`config.mk`:
```
export PLATFORM = sky130hd
export DESIGN_NAME = serial_link_partner_flat
export DESIGN_NICKNAME = d
export VERILOG_FILES = /design/src/rtl/serial_link_partner_if.sv /design/src/rtl/serial_link_partner.sv /design/src/flat_wrapper.sv
export SDC_FILE = /design/constraint.sdc
export NUM_CORES = 1
export LEC_CHECK = 0
export BUFFER_PORTS_ARGS = -buffer_cell sky130_fd_sc_hd__buf_2
export CELL_PAD_IN_SITES_DETAIL_PLACEMENT = 0
export CELL_PAD_IN_SITES_GLOBAL_PLACEMENT = 2
export CORE_MARGIN = 2
export CORE_UTILIZATION = 45
export CTS_CLUSTER_SIZE = 14
export DETAILED_ROUTE_END_ITERATION = 10
export PLACE_DENSITY = 0.91
export RECOVER_POWER = 25
export SLEW_MARGIN = 20
export SYNTH_ARGS = -nofsm -noshare
export SYNTH_HDL_FRONTEND = slang
export SYNTH_SLANG_ARGS = --single-unit
```
`constraint.sdc`:
```
create_clock -name clk -period 6.09 [get_ports clk]
set_input_delay 0.9135 -clock clk [delete_from_list [all_inputs] [get_ports clk]]
set_output_delay 0.9135 -clock clk [all_outputs]
set_load 0.005 [all_outputs]
```
`src/rtl/serial_link_partner_if.sv`:
```
// Host-side byte stream for the link partner: TX bytes toward the console, RX bytes back.
interface serial_link_partner_if;
    logic       host_tx_valid;
    logic [7:0] host_tx_data;
    logic       host_tx_ready;
    logic       host_rx_valid;
    logic [7:0] host_rx_data;
    logic       host_rx_ready;

    modport master (
        output host_tx_valid, host_tx_data, host_rx_ready,
        input  host_tx_ready, host_rx_valid, host_rx_data
    );
    modport slave (
        input  host_tx_valid, host_tx_data, host_rx_ready,
        output host_tx_ready, host_rx_valid, host_rx_data
    );
endinterface

```
`src/rtl/serial_link_partner.sv`:
```
// Remote Game Boy on the link cable: shifts host bytes into the console's sin and collects
// its sout bytes, either following the console SCLK or generating clk_in as clock master.
module serial_link_partner #(
    parameter int         HALF_PERIOD = 256,
    parameter int         GAP_TICKS   = 512,
    parameter int         FIFO_DEPTH  = 4,
    parameter logic [7:0] IDLE_BYTE   = 8'hFF
) (
    input  logic clk,
    input  logic reset,
    input  logic cpu_en,
    input  logic clk_dir,
    input  logic console_sclk,
    input  logic console_sout,
    output logic clk_in,
    output logic sin,
    output logic xfer_done,
    output logic rx_overflow,
    serial_link_partner_if.slave host
);
    localparam int AW   = $clog2(FIFO_DEPTH);
    localparam int CW   = AW + 1;
    localparam int TMAX = (HALF_PERIOD > GAP_TICKS) ? HALF_PERIOD : GAP_TICKS;
    localparam int TW   = $clog2(TMAX) + 1;
    localparam logic [TW-1:0] HP_T  = TW'(HALF_PERIOD - 1);
    localparam logic [TW-1:0] GAP_T = TW'(GAP_TICKS - 1);
    localparam logic [CW-1:0] FULL  = CW'(FIFO_DEPTH);

    typedef enum logic [1:0] {S_IDLE, S_LOW, S_HIGH, S_GAP} state_e;

    logic [7:0]    tx_mem [0:FIFO_DEPTH-1];
    logic [7:0]    rx_mem [0:FIFO_DEPTH-1];
    logic [AW-1:0] tx_wp_q, tx_wp_d, tx_rp_q, tx_rp_d;
    logic [AW-1:0] rx_wp_q, rx_wp_d, rx_rp_q, rx_rp_d;
    logic [CW-1:0] tx_cnt_q, tx_cnt_d, rx_cnt_q, rx_cnt_d;
    logic          sclk_prev_q, sclk_prev_d, dir_prev_q, dir_prev_d;
    logic [7:0]    cur_q, cur_d, shadow_q, shadow_d, rx_sh_q, rx_sh_d;
    logic          cur_loaded_q, cur_loaded_d;
    logic [2:0]    bitcnt_q, bitcnt_d;
    logic          sin_q, sin_d, clk_in_q, clk_in_d;
    logic          xfer_done_q, xfer_done_d, ovf_q, ovf_d;
    state_e        state_q, state_d;
    logic [TW-1:0] tmr_q, tmr_d;
    logic [3:0]    rcnt_q, rcnt_d;

    logic       sclk, dir_chg, fall, rise, done;
    logic       tx_push, tx_pop, rx_push, rx_pop, rx_drop;
    logic [7:0] tx_head, cur_src, rx_byte;

    assign sclk    = clk_dir ? console_sclk : clk_in_q;
    assign dir_chg = cpu_en && (clk_dir != dir_prev_q);
    assign fall    = cpu_en && !dir_chg && sclk_prev_q && !sclk;
    assign rise    = cpu_en && !dir_chg && !sclk_prev_q && sclk;
    assign done    = rise && (bitcnt_q == 3'd7);

    assign tx_head = tx_mem[tx_rp_q];
    assign tx_push = host.host_tx_valid && (tx_cnt_q != FULL);
    assign tx_pop  = (bitcnt_q == 3'd0) && !cur_loaded_q && (tx_cnt_q != '0);
    assign rx_pop  = host.host_rx_ready && (rx_cnt_q != '0);
    // A same-cycle host pop frees the slot the incoming byte needs.
    assign rx_push = done && ((rx_cnt_q != FULL) || rx_pop);
    assign rx_drop = done && !rx_push;
    assign rx_byte = {rx_sh_q[6:0], console_sout};

    // A fresh pop feeds the very first fall; an unloaded byte start shifts the idle pattern.
    assign cur_src = tx_pop ? tx_head :
                     ((bitcnt_q == 3'd0) && !cur_loaded_q) ? IDLE_BYTE : cur_q;

    always_comb begin
        tx_wp_d      = tx_wp_q + AW'(tx_push);
        tx_rp_d      = tx_rp_q + AW'(tx_pop);
        tx_cnt_d     = tx_cnt_q + CW'(tx_push) - CW'(tx_pop);
        rx_wp_d      = rx_wp_q + AW'(rx_push);
        rx_rp_d      = rx_rp_q + AW'(rx_pop);
        rx_cnt_d     = rx_cnt_q + CW'(rx_push) - CW'(rx_pop);
        sclk_prev_d  = sclk_prev_q;
        dir_prev_d   = dir_prev_q;
        cur_d        = tx_pop ? tx_head : cur_q;
        shadow_d     = tx_pop ? tx_head : shadow_q;
        cur_loaded_d = cur_loaded_q | tx_pop;
        sin_d        = sin_q;
        rx_sh_d      = rx_sh_q;
        bitcnt_d     = bitcnt_q;
        xfer_done_d  = done;
        ovf_d        = ovf_q | rx_drop;
        if (cpu_en) begin
            sclk_prev_d = dir_chg ? 1'b1 : sclk;
            dir_prev_d  = clk_dir;
        end
        if (fall) begin
            sin_d = cur_src[7];
            cur_d = {cur_src[6:0], 1'b0};
        end
        if (rise) begin
            rx_sh_d  = rx_byte;
            bitcnt_d = bitcnt_q + 3'd1;
            if (bitcnt_q == 3'd7) cur_loaded_d = 1'b0;
        end
        // Direction change abandons the byte; the shadow lets it be resent whole.
        if (dir_chg) begin
            bitcnt_d = 3'd0;
            rx_sh_d  = 8'h00;
            if (cur_loaded_q) cur_d = shadow_q;
        end
    end

    always_comb begin
        state_d  = state_q;
        clk_in_d = clk_in_q;
        tmr_d    = tmr_q;
        rcnt_d   = rcnt_q;
        if (cpu_en) begin
            if (clk_dir || dir_chg) begin
                state_d  = S_IDLE;
                clk_in_d = 1'b1;
                rcnt_d   = 4'd0;
            end else begin
                unique case (state_q)
                    S_IDLE: begin
                        clk_in_d = 1'b1;
                        if (cur_loaded_q) begin
                            clk_in_d = 1'b0;
                            tmr_d    = HP_T;
                            rcnt_d   = 4'd0;
                            state_d  = S_LOW;
                        end
                    end
                    S_LOW: begin
                        if (tmr_q == '0) begin
                            clk_in_d = 1'b1;
                            tmr_d    = HP_T;
                            rcnt_d   = rcnt_q + 4'd1;
                            state_d  = S_HIGH;
                        end else begin
                            tmr_d = tmr_q - 1'b1;
                        end
                    end
                    S_HIGH: begin
                        if (tmr_q == '0) begin
                            if (rcnt_q == 4'd8) begin
                                tmr_d   = GAP_T;
                                state_d = S_GAP;
                            end else begin
                                clk_in_d = 1'b0;
                                tmr_d    = HP_T;
                                state_d  = S_LOW;
                            end
                        end else begin
                            tmr_d = tmr_q - 1'b1;
                        end
                    end
                    S_GAP: begin
                        clk_in_d = 1'b1;
                        if (tmr_q == '0) state_d = S_IDLE;
                        else tmr_d = tmr_q - 1'b1;
                    end
                    default: state_d = S_IDLE;
                endcase
            end
        end
    end

    always_ff @(posedge clk) begin
        if (tx_push) tx_mem[tx_wp_q] <= host.host_tx_data;
        if (rx_push) rx_mem[rx_wp_q] <= rx_byte;
    end

    always_ff @(posedge clk) begin
        if (reset) begin
            tx_wp_q      <= '0;
            tx_rp_q      <= '0;
            tx_cnt_q     <= '0;
            rx_wp_q      <= '0;
            rx_rp_q      <= '0;
            rx_cnt_q     <= '0;
            sclk_prev_q  <= 1'b1;
            dir_prev_q   <= clk_dir;
            cur_q        <= 8'h00;
            shadow_q     <= 8'h00;
            cur_loaded_q <= 1'b0;
            rx_sh_q      <= 8'h00;
            bitcnt_q     <= 3'd0;
            sin_q        <= 1'b1;
            clk_in_q     <= 1'b1;
            xfer_done_q  <= 1'b0;
            ovf_q        <= 1'b0;
            state_q      <= S_IDLE;
            tmr_q        <= '0;
            rcnt_q       <= 4'd0;
        end else begin
            tx_wp_q      <= tx_wp_d;
            tx_rp_q      <= tx_rp_d;
            tx_cnt_q     <= tx_cnt_d;
            rx_wp_q      <= rx_wp_d;
            rx_rp_q      <= rx_rp_d;
            rx_cnt_q     <= rx_cnt_d;
            sclk_prev_q  <= sclk_prev_d;
            dir_prev_q   <= dir_prev_d;
            cur_q        <= cur_d;
            shadow_q     <= shadow_d;
            cur_loaded_q <= cur_loaded_d;
            rx_sh_q      <= rx_sh_d;
            bitcnt_q     <= bitcnt_d;
            sin_q        <= sin_d;
            clk_in_q     <= clk_in_d;
            xfer_done_q  <= xfer_done_d;
            ovf_q        <= ovf_d;
            state_q      <= state_d;
            tmr_q        <= tmr_d;
            rcnt_q       <= rcnt_d;
        end
    end

    assign clk_in             = clk_in_q;
    assign sin                = sin_q;
    assign xfer_done          = xfer_done_q;
    assign rx_overflow        = ovf_q;
    assign host.host_tx_ready = (tx_cnt_q != FULL);
    assign host.host_rx_valid = (rx_cnt_q != '0);
    assign host.host_rx_data  = rx_mem[rx_rp_q];
endmodule

```
`src/flat_wrapper.sv`:
```
// flat-port wrapper written by rule: the top's interface ports become plain ports
module serial_link_partner_flat 
#(
    parameter int         HALF_PERIOD = 256,
    parameter int         GAP_TICKS   = 512,
    parameter int         FIFO_DEPTH  = 4,
    parameter logic [7:0] IDLE_BYTE   = 8'hFF
)
  (clk, reset, cpu_en, clk_dir, console_sclk, console_sout, clk_in, sin, xfer_done, rx_overflow, host_host_tx_valid, host_host_tx_data, host_host_rx_ready, host_host_tx_ready, host_host_rx_valid, host_host_rx_data);
  serial_link_partner_if host_i ();
  input  logic clk;
  input  logic reset;
  input  logic cpu_en;
  input  logic clk_dir;
  input  logic console_sclk;
  input  logic console_sout;
  output logic clk_in;
  output logic sin;
  output logic xfer_done;
  output logic rx_overflow;
  input wire logic [$bits(host_i.host_tx_valid)-1:0] host_host_tx_valid;
  input wire logic [$bits(host_i.host_tx_data)-1:0] host_host_tx_data;
  input wire logic [$bits(host_i.host_rx_ready)-1:0] host_host_rx_ready;
  output wire logic [$bits(host_i.host_tx_ready)-1:0] host_host_tx_ready;
  output wire logic [$bits(host_i.host_rx_valid)-1:0] host_host_rx_valid;
  output wire logic [$bits(host_i.host_rx_data)-1:0] host_host_rx_data;
  assign host_i.host_tx_valid = host_host_tx_valid;
  assign host_i.host_tx_data = host_host_tx_data;
  assign host_i.host_rx_ready = host_host_rx_ready;
  assign host_host_tx_ready = host_i.host_tx_ready;
  assign host_host_rx_valid = host_i.host_rx_valid;
  assign host_host_rx_data = host_i.host_rx_data;
  serial_link_partner #(.HALF_PERIOD(HALF_PERIOD), .GAP_TICKS(GAP_TICKS), .FIFO_DEPTH(FIFO_DEPTH), .IDLE_BYTE(IDLE_BYTE)) u_core (.clk(clk), .reset(reset), .cpu_en(cpu_en), .clk_dir(clk_dir), .console_sclk(console_sclk), .console_sout(console_sout), .clk_in(clk_in), .sin(sin), .xfer_done(xfer_done), .rx_overflow(rx_overflow), .host(host_i));
endmodule
```
# Yosys cells after proc, flatten, opt, wreduce, memory -nomap -nowiden
# Memories as Yosys holds them, arrays and structs flattened. A register that Yosys moved wholly into a read port is not among the register bits.
# Index checks and enable logic that the tools add are counted.
dict set report totals {
  ramBits 64
  ff_bits 63
  mem_count 2
  out_inout_bits 14
  inputBits 16
}
dict set report op_classes {
  n_mux 41
  n_eq_ne 15
  n_addsub 11
  reduce_logical 32
  bitwise_logic 3
}
# name words width rd rd_clocked_by_memory_dff write_ports line
set mem_list {}
lappend mem_list {u_core.rx_mem 4 8 1 1 1 serial_link_partner.sv:32} ;# logic [7:0] rx_mem [0:FIFO_DEPTH-1];
lappend mem_list {u_core.tx_mem 4 8 1 1 1 serial_link_partner.sv:31} ;# logic [7:0] tx_mem [0:FIFO_DEPTH-1];
# op count
set ops {}
lappend ops {{$mux 8} 6}
lappend ops {{$mux 10} 4}
lappend ops {{$pmux 10 s4} 1}
lappend ops {{$mux 2} 8}
lappend ops {{$mux 1} 15}
lappend ops {{$logic_and 1x1->1} 13}
lappend ops {{$mux 4} 3}
lappend ops {{$ne 3x1->1 const B} 4}
lappend ops {{$reduce_and 4->1} 3}
lappend ops {{$logic_not 10->1} 1}
lappend ops {{$sub 10x1->10 const B} 1}
lappend ops {{$mux 9} 1}
lappend ops {{$reduce_bool 3->1} 3}
lappend ops {{$add 2x1->2} 4}
lappend ops {{$pmux 2 s4} 1}
lappend ops {{$pmux 4 s2} 1}
lappend ops {{$add 3x1->3} 2}
lappend ops {{$ne 3x3->1 const B} 2}
lappend ops {{$sub 3x1->3} 2}
lappend ops {{$logic_not 1->1} 5}
lappend ops {{$reduce_and 5->1} 1}
lappend ops {{$add 4x1->4 const B} 1}
lappend ops {{$eq 2x2->1 const B} 2}
lappend ops {{$eq 4x4->1 const B} 1}
lappend ops {{other kinds (15)} 17}

# Longest topological paths before layout
dict set report depth {
  ltp_word 11
  ltp_mapped 12
  ltp_nobuf 12
}

# Worst setup path before layout
# No wires, ideal clock.
dict set report synth_path {
  kind {input-to-reg}
  start {input clk_dir}
  end {memory u_core.rx_mem[0][0] (enable)}
  arrival_time_ns 2.719
  required_ns 5.705
  setup_slack_ns 2.986
  setup_time_ns 0.385
  path_stages 5
  path_cell_list {clkbuf_1 or3b_2 a21oi_2 and3_1 nor3b_1}
}
dict set report synth_between {
  elab_chain_len 10
  elab_cells_between_ends 11
}
# element line
set synth_rtl {}
lappend synth_rtl {{start: declaration} flat_wrapper.sv:14} ;# input logic clk_dir;
lappend synth_rtl {{$ne 1x1->1} serial_link_partner.sv:51} ;# assign dir_chg = cpu_en && (clk_dir != dir_prev_q);
lappend synth_rtl {{$logic_and 1x1->1} serial_link_partner.sv:51}
lappend synth_rtl {{$logic_not 1->1} serial_link_partner.sv:53} ;# assign rise = cpu_en && !dir_chg && !sclk_prev_q && sclk;
lappend synth_rtl {{$logic_and 1x1->1 (2 in series)} serial_link_partner.sv:53}
lappend synth_rtl {{$logic_and 1x1->1 (*)} serial_link_partner.sv:53}
lappend synth_rtl {{$logic_and 1x1->1 (*)} serial_link_partner.sv:54} ;# assign done = rise && (bitcnt_q == 3'd7);
lappend synth_rtl {{$logic_and 1x1->1 (*)} serial_link_partner.sv:61} ;# assign rx_push = done && ((rx_cnt_q != FULL) || rx_pop);
lappend synth_rtl {{$mux 1 (*)} serial_link_partner.sv:165} ;# if (rx_push) rx_mem[rx_wp_q] <= rx_byte;
lappend synth_rtl {{$mux 1 (implied by the code) (*)} serial_link_partner.sv:165}
lappend synth_rtl {{end: declaration} serial_link_partner.sv:32}
# Every way passes the cells marked *; elsewhere a longest branch is shown, timed or not.

# Final worst setup path
# Ends and elaborated chain as after synthesis.

==> impl_metrics.sql <==
INSERT INTO impl_metrics (metric_group, metric, value, unit) VALUES
('status', 'status', 'finished, final reports clean', ''),
('timing', 'hold_ws', '0.464', 'ns'),
('yosys', 'syn_nets', '477', ''),
('route', 'antenna_left', '0', ''),
('worst_setup_path', 'worst_path_required_time', '6.13', 'ns'),
('cts', 'clock_path_buffers', '2', ''),
('pwr', 'p_leak', '2.31', 'nW'),
('yosys', 'synth_enable_flop_cells', '65', ''),
('global_routing', 'grt_start_max_net_pins', '49', ''),
('timing', 'grt_setup_unrepaired', 'false', ''),
('pwr', 'post-layout-total-power', '2.73', 'mW'),
('worst_setup_path', 'endpoint_kind', 'flip-flop', ''),
('worst_setup_path', 'crit_arrival', '3.12', 'ns'),
('timing', 'timing_hold_violations_final', '0', ''),
('yosys', 'post_synth_instance_area', '5500', 'sq um'),
('die', 'die-height', '115', 'microns'),
('timing', 'slew_viol_final', '0', ''),
('yosys', 'synthesis.yosys.warnings', '0', ''),
('place', 'placement.io_buffers', '29', ''),
('pwr', 'sw_frac_of_total', '28.5', '%'),
('yosys', 'synth_cells', '445', ''),
('place', 'total_cell_area_at_the_placement_stage', '5730', 'sq um'),
('pwr', 'power-per-cell-area', '430', 'nW/um^2'),
('die', 'pin_count', '30', ''),
('route', 'number_of_detailed_route_iterations_in_the_first_pass', '5', ''),
('cts', 'cts.sink_count', '127', ''),
('layout', 'drive_gt1_share', '20.2', '%'),
('timing', 'fin_tns_setup', '0', 'ns'),
('layout', 'final_area', '6340', 'sq um'),
('worst_hold_path', 'type_of_the_tightest_min_delay_check', 'reg -> reg', ''),
('pwr', 'internal_power', '1.95', 'mW'),
('cts', 'postCtsResizedCells', '0', ''),
('timing', 'timing.final.crit_period', '3.08', 'ns'),
('layout', 'syn2layout_area_growth', '15.3', '%'),
('route', 'drt_drc_violations_left', '0', ''),
('timing', 'finClkSkew', '0.00806', 'ns'),
('timing', 'max_slew_margin', '45.3', '%'),
('yosys', 'synth.yosys.seq_area_share', '58.1', '%'),
('yosys', 'synth.avg_cell_area', '12.3', 'sq um'),
('die', 'x_dimension_of_the_die', '115', 'microns'),
('worst_setup_path', 'critical_path.max_fanout', '14', ''),
('layout', 'most-common-layout-cells', 'edfxtp_1 (65), dfxtp_1 (62), nor2_1 (57)', ''),
('pwr', 'p_sw', '0.777', 'mW'),
('layout', 'postLayoutCoreUtil', '53.0', '%'),
('die', 'coreArea', '12000', 'sq um'),
('cts', 'tritoncts', 'yes', ''),
('worst_setup_path', 'timing.reg2reg.setup_slack', '3.11', 'ns'),
('layout', 'fin_cells', '633', ''),
('timing', 'maxClockFrequency', '325', 'MHz'),
('route', 'route.vias.total', '3402', ''),
('timing', 'worst_slew_pin_slew', '0.821', 'ns'),
('die', 'initial_utilization', '45.9', '%'),
('yosys', 'synth_cell_types', '69', ''),
('route', 'routedWlPerCell', '15.8', 'microns'),
('pwr', 'worst_ir_drop_vdd', '0.000374', 'V'),
('pwr', 'share_seq_of_total_power', '40.3', '%'),
('die', 'die_area', '13100', 'sq um'),
('layout', 'antenna_cells', '0', ''),
('route', 'initialDrtViolationCount', '249', ''),
('global_routing', 'grt-ovfl-total', '0', ''),
('pwr', 'power.share.combinational', '21.9', '%'),
('timing', 'setup_violations', '0', ''),
('cts', 'clock_latency_late_sink', '0.41', 'ns'),
('global_routing', 'first_global_vias', '3422', ''),
('die', 'num_rows', '40', ''),
('route', 'vias_per_cell', '5.37', ''),
('cts', 'cts_setup_buffers', '0', ''),
('global_routing', 'number_of_antenna_violations_at_the_first_check_in_global_routing', '0', ''),
('route', 'finalWirelength', '10000', 'microns'),
('job', 'cap_violations', '0', ''),
('yosys', 'async_flop_share', '0', '%');
-- logic make-up (layout without fill, tap and decap cells) --
logic type / after synthesis / after routing / share of synthesized area [%]
buffers and inverters: 40 / 81 / 3.23
AND/OR/NAND/NOR: 148 / 148 / 14.6
adder cells (fa/ha/maj): 16 / 16 / 3.92
multiplexers: 29 / 29 / 8.99
AO/OA/AOI/OAI: 72 / 72 / 9.08
XOR/XNOR: 13 / 13 / 2.07
flip-flops: 127 / 127 / 58.1
-- layout make-up --
cell class                 instances  area [sq um]
fill                             987          5630
sequential                       127          3190
multi-input combinational        278          2130
clock buffer                      17           425
clock inverter                    15           184
tap                              147           184
timing repair buffer              31           153
inverter                          18          67.6
-- state kept, by name, indices dropped and copies added, names as in the netlist, 3 cells and up --
register         cells
u_core.rx_mem       32
u_core.tx_mem       32
u_core.tmr_q        10
u_core.cur_q         8
u_core.shadow_q      8
u_core.rx_sh_q       7
u_core.rcnt_q        4
u_core.bitcnt_q      3
u_core.rx_cnt_q      3
u_core.tx_cnt_q      3
-- power by group through the flow --
stage / clock, mW / combinational [mW] / sequential (mW)
after CTS: 1.05 / 0.608 / 1.10
after floorplan: 0 / 0.516 / 1.06
after global placement: 0 / 0.588 / 1.11
after detailed placement: 0 / 0.605 / 1.12
final: 1.03 / 0.598 / 1.10
after global routing: 1.09 / 0.680 / 1.11
-- worst max-delay path, stage by stage --
cell	delay, ns
buf_2	0.14
or3b_2	0.46
a21oi_2	0.65
and3_1	0.37
nor3b_2	0.58
-- synthesized netlist by cell type, types with 7 or more instances --
cell	instances	share of area, %
edfxtp_1	65	36
dfxtp_1	62	23
nor2_1	57	3.9
a21oi_1	25	2.3
inv_1	18	1.2
mux4_2	16	6.6
nand2_1	16	1.1
ha_1	14	3.2
xnor2_1	12	1.9
and3_1	11	1.3
clkbuf_1	11	0.75
mux2i_1	10	1.8
nor2b_1	10	1.1
o21ai_0	8	0.73
buf_2	7	0.64
nor3_1	7	0.64
-- path summary, 6_finish.rpt --
| check | from | end | cells past startpoint |
|---|---|---|---|
| min | u_core.shadow_q[4] | u_core.shadow_q[4] | 2 |
| max reg2reg | u_core.dir_prev_q | u_core.rx_mem[0][0] | 4 |
| max | clk_dir | u_core.rx_mem[0][0] | 5 |
| min reg2reg | u_core.shadow_q[4] | u_core.shadow_q[4] | 2 |
-- routing by layer --
layer  vias to the layer above  global-route usage [%]  part of all wire, %
met4                         0                    6.42                  1.4
met5                         -                       0                    0
met1                      1642                    21.7                   47
li1                       1696                       -                    -
met3                         7                    5.40                  3.4
met2                        57                    26.5                   49
Power figures use the tool's default switching activity.
